`config.mk`:
```
export PLATFORM = sky130hd
export DESIGN_NAME = kick_sequencer_flat
export DESIGN_NICKNAME = d
export VERILOG_FILES = /design/src/rtl/kick_pkg.sv /design/src/rtl/kick_sequencer_if.sv /design/src/rtl/kick_tick_gen.sv /design/src/rtl/kick_sequencer.sv /design/src/flat_wrapper.sv
export SDC_FILE = /design/constraint.sdc
export NUM_CORES = 1
export LEC_CHECK = 0
export BUFFER_PORTS_ARGS = -buffer_cell sky130_fd_sc_hd__buf_2
export CAP_MARGIN = 40
export CORE_MARGIN = 1
export CORE_UTILIZATION = 60
export DETAILED_ROUTE_END_ITERATION = 8
export PLACE_DENSITY_LB_ADDON = 0.25
export SYNTH_ARGS = -nofsm -noshare
export SYNTH_HDL_FRONTEND = slang
export SYNTH_HIERARCHICAL = 1
export SYNTH_SLANG_ARGS = --single-unit
```
`constraint.sdc`:
```
create_clock -name clk -period 6 [get_ports clk]
set_input_delay 1.8 -clock clk [delete_from_list [all_inputs] [get_ports clk]]
set_output_delay 1.8 -clock clk [all_outputs]
set_load 0.005 [all_outputs]
```
`src/rtl/kick_pkg.sv`:
```
// Shared types and helpers for the kicker sequencer.
package kick_pkg;

    localparam int unsigned STRENGTH_W = 7;

    typedef enum logic [2:0] {
        IDLE,
        CHARGE,
        READY,
        FIRE,
        COOLDOWN,
        FAULT
    } kick_state_t;

    // Limit a microsecond value to a ceiling.
    function automatic int unsigned clamp_us(input int unsigned value, input int unsigned limit);
        return (value > limit) ? limit : value;
    endfunction

    // Largest of three limits; sizes the shared microsecond counter.
    function automatic int unsigned max3(input int unsigned a, input int unsigned b, input int unsigned c);
        int unsigned m;
        m = (a > b) ? a : b;
        return (m > c) ? m : c;
    endfunction

endpackage

```
`src/rtl/kick_sequencer_if.sv`:
```
// Command/power-stage signal bundle of the kicker sequencer.
interface kick_sequencer_if;
    import kick_pkg::*;

    logic                  arm;
    logic                  cap_full;
    logic                  kick_req;
    logic [STRENGTH_W-1:0] kick_strength;
    logic                  kick_ack;
    logic                  charge_en;
    logic                  fire;
    logic                  ready;
    logic                  fault;

    // Command side: drives arm/request, watches status.
    modport master (
        output arm, cap_full, kick_req, kick_strength,
        input  kick_ack, charge_en, fire, ready, fault
    );

    // Sequencer side.
    modport slave (
        input  arm, cap_full, kick_req, kick_strength,
        output kick_ack, charge_en, fire, ready, fault
    );

endinterface

```
`src/rtl/kick_tick_gen.sv`:
```
// Microsecond timebase: one-cycle tick every TICK_DIV clocks, restartable
// so that every state's duration starts on a fresh tick period.
module kick_tick_gen #(
    parameter int unsigned TICK_DIV = 50
) (
    input  logic clk,
    input  logic rst_n,
    input  logic restart,
    output logic tick
);

    localparam int unsigned CW = (TICK_DIV > 1) ? $clog2(TICK_DIV) : 1;
    localparam logic [CW-1:0] LAST = CW'(TICK_DIV - 1);
    localparam logic [CW-1:0] ONE  = CW'(1);

    logic [CW-1:0] cnt_reg;

    assign tick = (cnt_reg == LAST);

    // Prescaler count; restart forces the next cycle to be period cycle 0.
    always_ff @(posedge clk) begin
        if (!rst_n || restart) begin
            cnt_reg <= '0;
        end else if (tick) begin
            cnt_reg <= '0;
        end else begin
            cnt_reg <= cnt_reg + ONE;
        end
    end

endmodule

```
`src/rtl/kick_sequencer.sv`:
```
// Kicker sequencer: charge, accept a strength-coded kick, fire a timed
// solenoid pulse, cool down, recharge. All outputs are registered from the
// next state so fire and charge_en can never overlap.
module kick_sequencer
    import kick_pkg::*;
#(
    parameter int unsigned TICK_DIV          = 50,
    parameter int unsigned US_PER_LSB        = 50,
    parameter int unsigned MAX_PULSE_US      = 5000,
    parameter int unsigned COOLDOWN_US       = 200000,
    parameter int unsigned CHARGE_TIMEOUT_US = 8000000
) (
    input  logic             clk,
    input  logic             rst_n,
    kick_sequencer_if.slave  bus
);

    localparam int unsigned MAX_US = max3(MAX_PULSE_US, COOLDOWN_US, CHARGE_TIMEOUT_US);
    localparam int unsigned US_W   = $clog2(MAX_US + 1);
    localparam int unsigned PROD_W = STRENGTH_W + $clog2(US_PER_LSB + 1);

    localparam logic [US_W-1:0] US_ONE     = US_W'(1);
    localparam logic [US_W-1:0] US_SAT     = '1;
    localparam logic [US_W:0]   US_ONE_EXT = (US_W+1)'(1);

    // Synchronizer and FSM state
    logic                  cap_meta_reg;
    logic                  cap_full_s_reg;
    kick_state_t           state_reg;
    kick_state_t           state_next;
    logic [US_W-1:0]       us_cnt_reg;
    logic [STRENGTH_W-1:0] strength_reg;

    // Registered outputs
    logic kick_ack_reg;
    logic charge_en_reg;
    logic fire_reg;
    logic ready_reg;
    logic fault_reg;

    // Timing helpers
    logic              tick;
    logic              restart;
    logic              accept;
    logic              us_done;
    logic [US_W-1:0]   us_limit;
    logic [PROD_W-1:0] pulse_prod;
    logic [US_W-1:0]   pulse_us;

    kick_tick_gen #(
        .TICK_DIV (TICK_DIV)
    ) u_tick (
        .clk     (clk),
        .rst_n   (rst_n),
        .restart (restart),
        .tick    (tick)
    );

    // Product is wide enough for 127*US_PER_LSB, then clamped to the pulse ceiling.
    assign pulse_prod = PROD_W'(strength_reg) * PROD_W'(US_PER_LSB);
    assign pulse_us   = US_W'(clamp_us(32'(pulse_prod), MAX_PULSE_US));

    // A request is taken once per READY visit; the ack register blocks a
    // second acceptance while the requester is still seeing the ack.
    assign accept = (state_reg == READY) && bus.arm && bus.kick_req && !kick_ack_reg;

    // Duration limit of the current state, in microseconds.
    always_comb begin
        us_limit = US_W'(CHARGE_TIMEOUT_US);
        case (state_reg)
            FIRE:     us_limit = pulse_us;
            COOLDOWN: us_limit = US_W'(COOLDOWN_US);
            default:  us_limit = US_W'(CHARGE_TIMEOUT_US);
        endcase
    end

    // The tick that completes the last microsecond of the current state.
    assign us_done = tick && (({1'b0, us_cnt_reg} + US_ONE_EXT) >= {1'b0, us_limit});

    // Next-state selection; dropping arm overrides everything.
    always_comb begin
        state_next = state_reg;
        if (!bus.arm) begin
            state_next = IDLE;
        end else begin
            case (state_reg)
                IDLE:     state_next = CHARGE;
                CHARGE: begin
                    if (cap_full_s_reg)  state_next = READY;
                    else if (us_done)    state_next = FAULT;
                end
                READY: begin
                    if (kick_ack_reg && (strength_reg != '0)) state_next = FIRE;
                end
                FIRE:     if (us_done) state_next = COOLDOWN;
                COOLDOWN: if (us_done) state_next = CHARGE;
                FAULT:    state_next = FAULT;
                default:  state_next = IDLE;
            endcase
        end
    end

    // Every state entry restarts both the prescaler and the microsecond counter.
    assign restart = (state_next != state_reg);

    // Two-flop synchronizer for the asynchronous comparator.
    always_ff @(posedge clk) begin
        if (!rst_n) begin
            cap_meta_reg   <= 1'b0;
            cap_full_s_reg <= 1'b0;
        end else begin
            cap_meta_reg   <= bus.cap_full;
            cap_full_s_reg <= cap_meta_reg;
        end
    end

    // FSM state, saturating us counter, strength latch and registered outputs.
    always_ff @(posedge clk) begin
        if (!rst_n) begin
            state_reg     <= IDLE;
            us_cnt_reg    <= '0;
            strength_reg  <= '0;
            kick_ack_reg  <= 1'b0;
            charge_en_reg <= 1'b0;
            fire_reg      <= 1'b0;
            ready_reg     <= 1'b0;
            fault_reg     <= 1'b0;
        end else begin
            state_reg <= state_next;
            if (restart) begin
                us_cnt_reg <= '0;
            end else if (tick && (us_cnt_reg != US_SAT)) begin
                us_cnt_reg <= us_cnt_reg + US_ONE;
            end
            if (accept) begin
                strength_reg <= bus.kick_strength;
            end
            kick_ack_reg  <= accept;
            charge_en_reg <= (state_next == CHARGE) || (state_next == READY);
            fire_reg      <= (state_next == FIRE);
            ready_reg     <= (state_next == READY);
            fault_reg     <= (state_next == FAULT);
        end
    end

    assign bus.kick_ack  = kick_ack_reg;
    assign bus.charge_en = charge_en_reg;
    assign bus.fire      = fire_reg;
    assign bus.ready     = ready_reg;
    assign bus.fault     = fault_reg;

endmodule

```
`src/flat_wrapper.sv`:
```
// flat-port wrapper written by rule: the top's interface ports become plain ports
module kick_sequencer_flat import kick_pkg::*;
#(
    parameter int unsigned TICK_DIV          = 50,
    parameter int unsigned US_PER_LSB        = 50,
    parameter int unsigned MAX_PULSE_US      = 5000,
    parameter int unsigned COOLDOWN_US       = 200000,
    parameter int unsigned CHARGE_TIMEOUT_US = 8000000
)
  (clk, rst_n, bus_arm, bus_cap_full, bus_kick_req, bus_kick_strength, bus_kick_ack, bus_charge_en, bus_fire, bus_ready, bus_fault);
  kick_sequencer_if bus_i ();
  input  logic clk;
  input  logic rst_n;
  input wire logic [$bits(bus_i.arm)-1:0] bus_arm;
  input wire logic [$bits(bus_i.cap_full)-1:0] bus_cap_full;
  input wire logic [$bits(bus_i.kick_req)-1:0] bus_kick_req;
  input wire logic [$bits(bus_i.kick_strength)-1:0] bus_kick_strength;
  output wire logic [$bits(bus_i.kick_ack)-1:0] bus_kick_ack;
  output wire logic [$bits(bus_i.charge_en)-1:0] bus_charge_en;
  output wire logic [$bits(bus_i.fire)-1:0] bus_fire;
  output wire logic [$bits(bus_i.ready)-1:0] bus_ready;
  output wire logic [$bits(bus_i.fault)-1:0] bus_fault;
  assign bus_i.arm = bus_arm;
  assign bus_i.cap_full = bus_cap_full;
  assign bus_i.kick_req = bus_kick_req;
  assign bus_i.kick_strength = bus_kick_strength;
  assign bus_kick_ack = bus_i.kick_ack;
  assign bus_charge_en = bus_i.charge_en;
  assign bus_fire = bus_i.fire;
  assign bus_ready = bus_i.ready;
  assign bus_fault = bus_i.fault;
  kick_sequencer #(.TICK_DIV(TICK_DIV), .US_PER_LSB(US_PER_LSB), .MAX_PULSE_US(MAX_PULSE_US), .COOLDOWN_US(COOLDOWN_US), .CHARGE_TIMEOUT_US(CHARGE_TIMEOUT_US)) u_core (.clk(clk), .rst_n(rst_n), .bus(bus_i));
endmodule
```
==> out/qor.txt <==
Cell Count, Final, Fillers Out: 503
most frequent cells in the layout: 50 x ha_1, 46 x dfxtp_1, 32 x nor2_1
dpl cells: 495
CTS Buffer Depth: 2
Setup violations, final: 0
n_diodes: 0
number of synthesized flops with an enable pin: 0
Combinational Power Share: 5.6%
initial antenna violation count: 0
clock power share: 37.1%
hpwl dp: 5540 µm
total grt overflow: 0
vias in the first global route: 2655
initial core utilization: 62.3%
Die Wd: 80.4 µm
crit start category: flip-flop
Sw Share: 23.5%
Largest register FFs: 23
Unique masters post-synth: 60
Area growth, synth to finish: 6.00%
slowest stage cell, crit path: fa_1
design area: 3910 µm²
ys async rst share: 0%
H-tree Lvls: 2
Critical Path RT: 6.23 ns
Hold Buf Count CTS: 0
Core Region: 5920 µm²
dominant cell type by area after synthesis: dfxtp_1
Row Count: 28
hold path start: u_core/cap_meta_reg
synthesized area: 3690 µm²
max incr delay on CP: 0.46 ns
Least-Margin Pin Slew: 0.585 ns
Seq pwr share: 57.3%
CP cell instances: inv_1 > ha_1 > ha_1 > fa_1 > ha_1 > a21oi_1 > o21bai_1 > a21oi_1 > o21ai_0 > xnor2_1 > o21a_1 > o21ai_0 > ha_1 > a2111oi_2 > o21a_1 > nor3_1 > a311oi_2 > o211ai_4 > a21o_1 > or2_2 > buf_12 > nor3_2
all-layer global routing usage: 23.6%
crit-path max FO: 22
CP bufs+invs: 2
fmax: 0.180 GHz
RSZ-0062 raised after global routing: false
internal power: 0.414 mW
Max rail drop VDD: 0.113 mV
layout cells sized above 1: 15.2%
vias post-DR: 2863
max-cap viol count: 0
Residual DRC: 0
NumNets Final: 491
io pins: 17
Tmin final: 5.56 ns
Starting DRT DRC Count: 145
Routed Antenna Nets: 0
Final Skew: 0.00594 ns
Final Util: 66.1%
Slew HR: 60.7%
vias per inst: 5.69
crit path from: u_core/strength_reg[2]
Psw: 0.127 mW
synthesized area per cell: 8.93 µm²
root buffer cell: clkbuf_8
count of input and output buffers: 16
DR WL/cell: 14.1 µm
fin. max-slew vios: 0
pwr/cell area: 139 nW/µm²
top cells by area, synth: dfxtp_1 25%, ha_1 17%, xnor2_1 6.4%
Mapped Nets: 477
number of CTS-inserted buffers: 5
CTS sink cnt: 46
share of the synthesized area in the top cell type: 25.0%
Mapped Cells: 413
Top delay family on crit path: compound AO/OA/AOI/OAI gates
setup TNS: 0 ns
final worst-path cycle share: 92.7%
outcome: finished clean
Worst-path clk slew: 0.09 ns
critical path class: reg2reg
Post-CTS Setup Bufs: 0
# fillers: 511
pin count of the biggest net entering global routing: 23
GP Congestion: 0.870
commonest non-fill, non-tap cell in the layout: ha_1
Synth Flop Type: dfxtp_1
crit path DAT: 5.79 ns
Worst path most repeated cell: ha_1
die area: 6470 µm²
Yosys warning count: 6
DRT Pass-1 Iters: 5
Post-DP Area: 3810 µm²
Worst Hold Class: reg2reg
Die Ht: 80.4 µm
Final Hold Fails: 0
Setup crit end kind: flip-flop
CTS tree: done
P_leak: 1.67 nW
reg-to-reg critical path startpoint: u_core/strength_reg[2]
Post-Route WL: 7090 µm
Clk Latency, worst-skew pair: 0.29 ns
first-pass GRT wire length: 12000 µm
Seq/Total Area, Yosys: 25.0%
synthesized flop and latch total: 46
final cells by class:
type / instances / area, µm² / area share (%)
Clock buffer: 7 / 86.3 / 2.21
Clock inverter: 1 / 8.76 / 0.224
Inverter: 23 / 86.3 / 2.21
Multi-Input combinational cell: 332 / 2600 / 66.5
Sequential cell: 46 / 921 / 23.5
Tap cell: 75 / 93.8 / 2.40
Timing Repair Buffer: 19 / 115 / 2.94
path summary, 6_finish.rpt:
kind,to,slack [ns],cells after the start
setup / recovery,u_core/us_cnt_reg[18],0.44,22
hold / removal,u_core/cap_full_s_reg,0.45,1
setup reg to reg,u_core/us_cnt_reg[18],0.44,22
hold reg to reg,u_core/cap_full_s_reg,0.45,1
stage by stage:
step	hold WS (ns)	setup WS, ns	total power [mW]
after floorplan	0.412	0.949	0.342
after global placement	0.418	0.553	0.347
after detailed placement	0.428	0.442	0.348
after CTS	0.452	0.283	0.549
after global routing	0.463	0.0802	0.563
final	0.448	0.438	0.542
metal layers:
metal	track usage [%]	vias up	wire length, µm
met2	40.3	53	3210
li1	-	1474	-
met5	0	-	0
met3	4.32	10	252
met1	30.5	1326	3530
met4	5.18	0	91
cell families after synthesis:
family,after synthesis,share of synthesized area [%]
simple gates,158,25.9
flops,46,25.0
compound gates,69,13.5
xor+xnor,46,10.9
mux,7,1.90
buf+inv,35,4.75
fa+ha+maj,52,18.0
cell usage after synthesis (5+ instances only):
cell type / number
nor2_4: 20
xor2_1: 19
xnor2_1: 27
nor3_1: 9
mux2i_1: 7
nand4_1: 6
nor2_1: 32
o21ai_0: 13
dfxtp_1: 46
a21oi_1: 16
clkbuf_1: 6
nand3_1: 22
a21o_1: 11
ha_1: 50
nand2b_1: 5
nand2_1: 29
nor2b_1: 5
inv_1: 21
power by group through the flow:
stage	logic, mW	registers [mW]	clock network [mW]
6_report	0.0302	0.310	0.201
5_1_grt	0.0330	0.311	0.219
4_1_cts	0.0304	0.310	0.208
3_5_place_dp	0.0302	0.318	0
3_3_place_gp	0.0297	0.317	0
2_1_floorplan	0.0256	0.316	0
worst reg2reg max path, cell delays in order (launching register included):
cell and delay (ns):
dfxtp_1 0.43, inv_1 0.07, ha_1 0.27, ha_1 0.31, fa_1 0.46, ha_1 0.35, a21oi_1 0.23, o21bai_1 0.10
a21oi_1 0.21, o21ai_0 0.14, xnor2_1 0.24, o21a_1 0.23, o21ai_0 0.09, ha_1 0.32, a2111oi_2 0.40, o21a_1 0.18
nor3_1 0.06, a311oi_2 0.32, o211ai_4 0.17, a21o_1 0.20, or2_2 0.33, buf_12 0.21, nor3_2 0.18
repair_timing:
item                       4_1_cts  5_1_grt
setup endpoints to repair        0       24
hold endpoints to repair         0        0
resized for setup                0        3
No activity file was read; power rests on OpenSTA's default activity.
